===== src/rtl/display_page_sel.sv =====
// Page selector feeding the 7-segment/LED display driver: debounced next/prev
// buttons plus an auto-scroll timer pick one of PAGES 32-bit debug words.
module display_page_sel #(
    parameter int CLK_FREQ    = 25,
    parameter int PAGES       = 8,
    parameter int DEBOUNCE_MS = 20,
    parameter int SCROLL_MS   = 1000
) (
    input  logic                  clk,
    input  logic                  rst,
    input  logic                  btn_next,
    input  logic                  btn_prev,
    input  logic                  auto_scroll,
    input  logic                  lz_blank,
    input  logic [32*PAGES-1:0]   page_data,
    output logic [7:0]            en,
    output logic [31:0]           data,
    output logic [7:0]            dot,
    output logic [15:0]           led
);

    localparam int DB_CNT = CLK_FREQ * DEBOUNCE_MS * 1000;
    localparam int SC_CNT = CLK_FREQ * SCROLL_MS * 1000;
    localparam int DBW    = (DB_CNT > 1) ? $clog2(DB_CNT) : 1;
    localparam int SCW    = (SC_CNT > 1) ? $clog2(SC_CNT) : 1;
    localparam int PW     = (PAGES > 1) ? $clog2(PAGES) : 1;

    localparam logic [DBW-1:0] DB_LAST   = DBW'(DB_CNT - 1);
    localparam logic [SCW-1:0] SC_LAST   = SCW'(SC_CNT - 1);
    localparam logic [PW-1:0]  PAGE_LAST = PW'(PAGES - 1);

    // Bit 0 = next, bit 1 = prev
    logic [1:0] btn_raw;
    logic [1:0] press;

    assign btn_raw = {btn_prev, btn_next};

    genvar gi;
    generate
        for (gi = 0; gi < 2; gi++) begin : g_btn
            logic           sync1_q;
            logic           sync2_q;
            logic           acc_q;
            logic           acc_d;
            logic [DBW-1:0] cnt_q;
            logic [DBW-1:0] cnt_d;
            logic           rise;

            // The counter only runs while the synced level disagrees with the
            // accepted level, so any return to agreement restarts the window.
            always_comb begin
                acc_d = acc_q;
                cnt_d = '0;
                rise  = 1'b0;
                if (sync2_q != acc_q) begin
                    if (cnt_q == DB_LAST) begin
                        acc_d = sync2_q;
                        rise  = sync2_q;
                    end else begin
                        cnt_d = cnt_q + 1'b1;
                    end
                end
            end

            always_ff @(posedge clk or posedge rst) begin
                if (rst) begin
                    sync1_q <= 1'b0;
                    sync2_q <= 1'b0;
                    acc_q   <= 1'b0;
                    cnt_q   <= '0;
                end else begin
                    sync1_q <= btn_raw[gi];
                    sync2_q <= sync1_q;
                    acc_q   <= acc_d;
                    cnt_q   <= cnt_d;
                end
            end

            assign press[gi] = rise;
        end
    endgenerate

    logic [SCW-1:0] sc_cnt_q;
    logic [SCW-1:0] sc_cnt_d;
    logic           tick;

    // A manual press restarts the scroll period.
    always_comb begin
        sc_cnt_d = sc_cnt_q;
        tick     = auto_scroll && (sc_cnt_q == SC_LAST);
        if (!auto_scroll || (|press)) begin
            sc_cnt_d = '0;
        end else if (sc_cnt_q == SC_LAST) begin
            sc_cnt_d = '0;
        end else begin
            sc_cnt_d = sc_cnt_q + 1'b1;
        end
    end

    logic [PW-1:0] page_q;
    logic [PW-1:0] page_d;
    logic          step_fwd;
    logic          step_back;

    assign step_fwd  = (press[0] | tick) & ~press[1];
    assign step_back = press[1] & ~press[0] & ~tick;

    always_comb begin
        page_d = page_q;
        if (step_fwd) begin
            page_d = (page_q == PAGE_LAST) ? '0 : page_q + 1'b1;
        end else if (step_back) begin
            page_d = (page_q == '0) ? PAGE_LAST : page_q - 1'b1;
        end
    end

    logic [31:0] words [PAGES];
    logic [31:0] word_sel;
    logic [7:0]  nz;

    generate
        for (gi = 0; gi < PAGES; gi++) begin : g_word
            assign words[gi] = page_data[32*gi +: 32];
        end
        // nz[i] set when any nibble from i up to the top is nonzero
        for (gi = 0; gi < 8; gi++) begin : g_nz
            assign nz[gi] = |word_sel[31:4*gi];
        end
    endgenerate

    assign word_sel = words[page_q];

    logic [7:0]  en_q;
    logic [7:0]  en_d;
    logic [31:0] data_q;
    logic [7:0]  dot_q;
    logic [7:0]  dot_d;
    logic [15:0] led_q;
    logic [15:0] led_d;

    always_comb begin
        en_d  = lz_blank ? (nz | 8'h01) : 8'hFF;
        dot_d = 8'd1 << page_q;
        led_d = {auto_scroll, 11'd0, 4'(page_q)};
    end

    always_ff @(posedge clk or posedge rst) begin
        if (rst) begin
            sc_cnt_q <= '0;
            page_q   <= '0;
            en_q     <= 8'h00;
            data_q   <= 32'd0;
            dot_q    <= 8'h00;
            led_q    <= 16'h0000;
        end else begin
            sc_cnt_q <= sc_cnt_d;
            page_q   <= page_d;
            en_q     <= en_d;
            data_q   <= word_sel;
            dot_q    <= dot_d;
            led_q    <= led_d;
        end
    end

    assign en   = en_q;
    assign data = data_q;
    assign dot  = dot_q;
    assign led  = led_q;

endmodule


===== config.mk =====
export PLATFORM = sky130hd
export DESIGN_NAME = display_page_sel
export DESIGN_NICKNAME = d
export VERILOG_FILES = /design/src/rtl/display_page_sel.sv
export SDC_FILE = /design/constraint.sdc
export NUM_CORES = 1
export LEC_CHECK = 0
export CORE_ASPECT_RATIO = 0.6
export CORE_MARGIN = 10
export CORE_UTILIZATION = 42
export CTS_CLUSTER_SIZE = 12
export DETAILED_ROUTE_END_ITERATION = 7
export GPL_TIMING_DRIVEN = 0
export PLACE_DENSITY = 0.86
export SYNTH_ARGS = -nofsm -noshare
export SYNTH_HDL_FRONTEND = slang
export SYNTH_SLANG_ARGS = --single-unit

===== constraint.sdc =====
create_clock -name clk -period 4.4 [get_ports clk]
set_clock_uncertainty 0.2 [all_clocks]
set_input_delay 0.44 -clock clk [delete_from_list [all_inputs] [get_ports clk]]
set_output_delay 0.44 -clock clk [all_outputs]
set_load 0.01 [all_outputs]

==> flow_summary_export.csv, run 1 <==
group,metric,value,unit
clocking,cts_resized,0,
clocking,numCtsBuffers,17,
logic_synthesis,syn_inst,654,
clocking,h-tree-depth,4,
power,p_per_area,276.1,nW/um^2
logic_synthesis,yosysTopAreaCell,"dfrtp_1",
setup_path,required,4.41,ns
timing,finalCritPeriodShare,88.75,%
floorplan,fp.coreArea,16400,um^2
floorplan,start_util,43.25,%
clocking,clk_pin_slew,0.06,ns
hold_path,worst_hold_path.num_cells,0,
route,ant_nets,0,
clocking,holdBufCountCts,0,
timing,max_freq,256.1,MHz
floorplan,rows,36,
timing,worst_slew_pin_slew,1.243,ns
status,status,"completed",
timing,hold_viol,0,
final_layout,final_util,68.39,%
placement,hpwlAfterDp,23500,um
clocking,cts_setup_buffers,0,
global_route,gr-total-overflow,0,
route,drtIter0Drc,538,
setup_path,crit_chain,"clkbuf_1, buf_1, buf_1, mux4_2, nand2_1, nand2_1, nor4_2, nand3b_4, nand4b_1",
logic_synthesis,ys_top_cells_by_area,"dfrtp_1 (44%), mux2_2 (7.1%), mux4_2 (6.7%)",
logic_synthesis,synthDominantCellAreaShare,43.75,%
route,vias,6431,
setup_path,crit_arrival,3.91,ns
logic_synthesis,synth_edf_count,0,
logic_synthesis,ys_ff_latch,124,
global_route,antenna_found_initial,5,
route,routed_wl,28230,um
timing,maxSlewViolCount,0,
clocking,numClockSinks,124,
floorplan,ioPinCount,326,
setup_path,max_stage_delay,0.69,ns
setup_path,critPathLaunch,"page_q[2]$_DFFE_PP0P_",
clocking,cts_tree,"built",
final_layout,final_cell_mix,"clkdlybuf4s50_1 (313), dfrtp_1 (124), nor2_1 (87)",
power,ir_drop,0.3020,mV
setup_path,worst-path-max-fanout,10,
timing,rsz0062_at_grt,"false",
placement,dp_cells,1207,
hold_path,hold_start,"g_btn[1].sync1_q$_DFF_PP0_",
final_layout,stdcell_count,1241,
setup_path,crit_path_end_kind,"register",
setup_path,startpoint_type,"register",
timing,relSlewSlack,16.87,%
global_route,grt_max_degree,67,
placement,portBuffers,313,
hold_path,hold_path.class,"register to register",
final_layout,mostFrequentLayoutCell,"clkdlybuf4s50_1",
logic_synthesis,yosysWarnings,0,
route,viasPerCell,5.182,
final_layout,area_delta_synth_final,58.12,%
route,firstDrtPassIters,5,
setup_path,crit_path_top_delay_cell,"buf_1",
setup_path,rr_worst_depth,9,
clocking,cts_root_buffer,"clkbuf_16",
logic_synthesis,synth_top_flop_cell,"dfrtp_1",
global_route,grt_pass1_vias,6702,
logic_synthesis,syn_area,7092,um^2
power,p_leak,0.004823,uW
timing,fin_crit,3.905,ns
floorplan,die_w,187.8,um
clocking,clk_latency,0.41,ns
logic_synthesis,synth.distinct_cells,47,
logic_synthesis,ys_async_sr_fraction,100.0,%
final_layout,drive_gt1_share,12.86,%
logic_synthesis,synth.avg_cell_area,10.84,um^2
setup_path,criticalPathCategory,"register to register",
floorplan,dieArea,22650,um^2
logic_synthesis,ys_seq_area_share,43.75,%
floorplan,die_h,120.7,um
placement,gp_congestion,0.9628,
global_route,grt_pass1_wl,41500,um
route,drc,0,
setup_path,reg2reg_from,"page_q[2]$_DFFE_PP0P_",
run,maxCapViolCount,0,
timing,setup_viol,0,
clocking,ctsLongestPathBuffers,2,
final_layout,layout.nets,1270,
global_route,track_usage,24.10,%
route,wl_per_cell,22.75,um
-- power by group --
group,switching (uW),total [uW],internal [uW],leakage [uW]
sequential,11.8,1180,1170,0.00157
clock,529,1480,950,0.000293
combinational,143,440,297,0.00296
total,683,3100,2410,0.00482
-- registers in the layout (all words and copies together), names as in the netlist --
| register | count |
|---|---|
| data | 32 |
| dot | 8 |
| en | 8 |
| g_btn.acc_q | 2 |
| g_btn.cnt_q | 38 |
| g_btn.sync1_q | 2 |
| g_btn.sync2_q | 2 |
| led | 4 |
| page_q | 3 |
| sc_cnt_q | 25 |
-- logic make-up (layout without fill, tap and decap cells) --
family | count (synthesis) | in the layout | share of synthesized area, %
xor gates and xnor gates | 56 | 56 | 6.916
DFF | 124 | 124 | 43.75
and+or+nand+nor | 245 | 245 | 17.06
other | 2 | 15 | 0.1059
muxes | 106 | 106 | 21.07
AOI/OAI and AO/OA | 59 | 59 | 5.522
buffers and inverters | 52 | 398 | 3.811
adders and majority gates | 10 | 10 | 1.764
-- routing by layer --
layer	share of wire (%)	track usage [%]
met5	0.15	0
met3	8.9	9.414
met2	48	38.67
met4	1.3	5.473
met1	41	30.22
-- stage by stage --
| stage | hold slack [ns] | instance area (um^2) | setup slack, ns | total power [uW] | setup TNS (ns) |
|---|---|---|---|---|---|
| floorplan | 0.1312 | 7133 | 0.4608 | 1324 | 0 |
| global placement | 0.1361 | 10550 | -1.298 | 1624 | -160.43 |
| detailed placement | 0.1358 | 10580 | 0.5408 | 1634 | 0 |
| CTS | 0.1493 | 11210 | 0.5212 | 3112 | 0 |
| global route | 0.1709 | 11210 | 0.3290 | 3206 | 0 |
| finish | 0.1467 | 11210 | 0.4949 | 3096 | 0 |
-- layout make-up --
class | instances | area (um^2)
clock inverter | 14 | 195.2
clock buffer | 18 | 429.2
fill | 1265 | 5182
multi-input combinational | 489 | 3760
tap | 228 | 285.3
inverter | 11 | 46.29
buffer | 41 | 229.0
sequential | 124 | 3103
timing repair buffer | 314 | 3161
antenna | 2 | 5.005
-- synth_stat cells (all sizes together) (15+ instances only) --
cell	number
and3	15
nand3	19
a221oi	16
o22ai	22
mux2	45
dfrtp	124
nand2	55
xnor2	27
xor2	29
mux4	28
mux2i	33
nor2	87
buf	29
-- path summary, 6_finish.rpt --
kind	endpoint	slack (ns)
setup / recovery	en[1]$_DFF_PP0_	0.49
hold / removal	g_btn[1].sync2_q$_DFF_PP0_	0.15
setup reg to reg	en[1]$_DFF_PP0_	0.49
hold reg to reg	g_btn[1].sync2_q$_DFF_PP0_	0.15
max in group asynchronous	data[15]$_DFF_PP0_	3.04
min in group asynchronous	sc_cnt_q[17]$_DFF_PP0_	0.28
-- worst max-delay path: cells and delay by family (launching register included) --
kind | cells | cell delay (ns)
flops | 1 | 0.37
mux | 1 | 0.43
buf+inv | 3 | 1.64
simple gates | 5 | 1.04
Note: power is estimated with default switching activity, not from simulation.
==> run 2, diff against run 1 <==
Settings changed: CORE_MARGIN 10 to unset, CORE_UTILIZATION 42 to 43, CTS_BUF_LIST set to sky130_fd_sc_hd__clkbuf_8, PLACE_DENSITY 0.86 to 0.88.
==> run 2 against run 1 <==
Non-clock buffer count stayed put. First-iteration DRC count shrank 24%. Clock-buffer cell count increased by 1. Sequential share of layout area up 0.73 points. Final cell count down 1.9%. Wire length shrank 6.5%. Clock power is 37% lower. Sequential power about the same. Total power decreased by 17%. Utilization up 1.1 points. Via count is 2.4% higher. Largest power group is now sequential cells.
==> flow_summary_export.csv, run 2 (synthesis results as in run 1) <==
group,metric,value,unit
clocking,ctsLongestPathBuffers,2,
global_route,grt_max_degree,97,
route,drtIter0Drc,407,
final_layout,regMostFlops,"g_btn.cnt_q",
clocking,numClockSinks,124,
setup_path,criticalPathCategory,"register to register",
floorplan,die_h,101.5,um
clocking,h-tree-depth,4,
setup_path,crit_chain,"clkbuf_1, buf_1, nand2_1, clkbuf_1, buf_1, o22ai_1, a221oi_1, nor4_1, nand4b_1",
run,maxCapViolCount,0,
floorplan,rows,35,
route,wl_per_cell,21.67,um
timing,max_freq,247.1,MHz
route,firstDrtPassIters,5,
status,status,"completed",
setup_path,reg2reg_from,"page_q[2]$_DFFE_PP0P_",
global_route,track_usage,30.92,%
timing,relSlewSlack,12.16,%
timing,fin_crit,4.047,ns
timing,hold_viol,0,
timing,maxSlewViolCount,0,
final_layout,stdcell_count,1218,
global_route,grt_pass1_vias,6488,
final_layout,final_util,69.50,%
timing,fin_setup_tns,0,ns
clocking,numCtsBuffers,17,
hold_path,hold_path.class,"input port to async pin",
placement,portBuffers,313,
setup_path,crit_path_end_kind,"register",
setup_path,worst-path-buf-inv,4,
setup_path,max_stage_delay,1.09,ns
final_layout,final_cell_mix,"clkdlybuf4s50_1 (313), dfrtp_1 (124), nor2_1 (87)",
clocking,cts_tree,"built",
setup_path,worst-path-max-fanout,10,
floorplan,dieArea,17030,um^2
timing,rsz0062_at_grt,"false",
clocking,holdBufCountCts,0,
setup_path,crit_family,"buffers and inverters",
final_layout,largest_reg_flops,38,
final_layout,drive_gt1_share,12.76,%
clocking,cts_resized,0,
global_route,gr-total-overflow,0,
floorplan,start_util,45.11,%
placement,dp_cells,1182,
timing,setup_viol,0,
setup_path,startpoint_type,"register",
placement,gp_congestion,1.031,
timing,finalCritPeriodShare,91.98,%
clocking,cts_setup_buffers,0,
route,viasPerCell,5.409,
final_layout,mostFrequentLayoutCell,"clkdlybuf4s50_1",
clocking,clk_pin_slew,0.08,ns
setup_path,crit_path_top_delay_cell,"nor4_1",
setup_path,crit_arrival,4.09,ns
power,ir_drop,0.1907,mV
route,ant_nets,0,
power,total_power,2559,uW
timing,worst_slew_pin_slew,1.306,ns
route,vias,6588,
power,p_leak,0.004720,uW
route,routed_wl,26390,um
floorplan,die_w,167.8,um
placement,hpwlAfterDp,21530,um
final_layout,fillCellCount,1189,
setup_path,critPathLaunch,"page_q[2]$_DFFE_PP0P_",
final_layout,layout.nets,1270,
route,drc,0,
floorplan,fp.coreArea,15720,um^2
clocking,cts_root_buffer,"clkbuf_8",
floorplan,ioPinCount,326,
setup_path,required,4.44,ns
clocking,clk_latency,0.44,ns
global_route,antenna_found_initial,4,
global_route,grt_pass1_wl,37860,um
power,p_per_area,234.2,nW/um^2
final_layout,area_delta_synth_final,54.08,%
timing,holdWs,0.1381,ns
run 2: cell types whose count changed in the layout (fill, tap and decap cells not counted), moves of 2 or more:
cell       change
clkbuf_8      +19
clkbuf_16     -17
bufinv_16      -3
clkinv_2       +3
inv_1          +2
diode_2        +2
run 2: final cells by class:
| cell class | count | area (um^2) | share of cell area [%] |
|---|---|---|---|
| plain buffers | 41 | 229.0 | 2.096 |
| inverters | 11 | 46.29 | 0.4237 |
| multi-input cells | 489 | 3760 | 34.41 |
| well taps | 203 | 254.0 | 2.325 |
| clock buffers | 19 | 261.5 | 2.393 |
| flip-flops and latches | 124 | 3103 | 28.40 |
| diodes | 4 | 10.01 | 0.09161 |
| repair buffers | 314 | 3161 | 28.92 |
| clock inverters | 13 | 102.6 | 0.9390 |
run 2: power by group:
| part | internal, uW | switching (uW) | total [uW] |
|---|---|---|---|
| clock network | 468 | 466 | 934 |
| logic | 298 | 150 | 448 |
| registers | 1160 | 13.3 | 1180 |
| total | 1930 | 630 | 2560 |
run 2: path summary, 6_finish.rpt:
kind	cells after the start	endpoint	slack, ns
hold / removal	2	dot[3]$_DFF_PP0_	0.14
setup reg to reg	9	en[1]$_DFF_PP0_	0.35
max in group asynchronous	3	g_btn[1].cnt_q[1]$_DFF_PP0_	3.08
hold reg to reg	0	g_btn[0].sync2_q$_DFF_PP0_	0.16
min in group clk	0	g_btn[0].sync2_q$_DFF_PP0_	0.16
setup / recovery	9	en[1]$_DFF_PP0_	0.35
run 2: metal layers:
| metal | global-route usage [%] | part of all wire (%) | up-vias |
|---|---|---|---|
| li1 | - | - | 3025 |
| met4 | 11.43 | 2.7 | 0 |
| met3 | 10.55 | 8.5 | 42 |
| met2 | 50.38 | 49 | 265 |
| met1 | 38.58 | 40 | 3256 |
| met5 | 0 | 0 | - |
run 2: stage by stage:
| step | setup WS [ns] | cell area (um^2) |
|---|---|---|
| CTS | 0.4628 | 10920 |
| floorplan | 0.4608 | 7133 |
| detailed placement | 0.4796 | 10550 |
| finish | 0.3527 | 10930 |
| global route | 0.2067 | 10920 |
| global placement | -1.311 | 10520 |
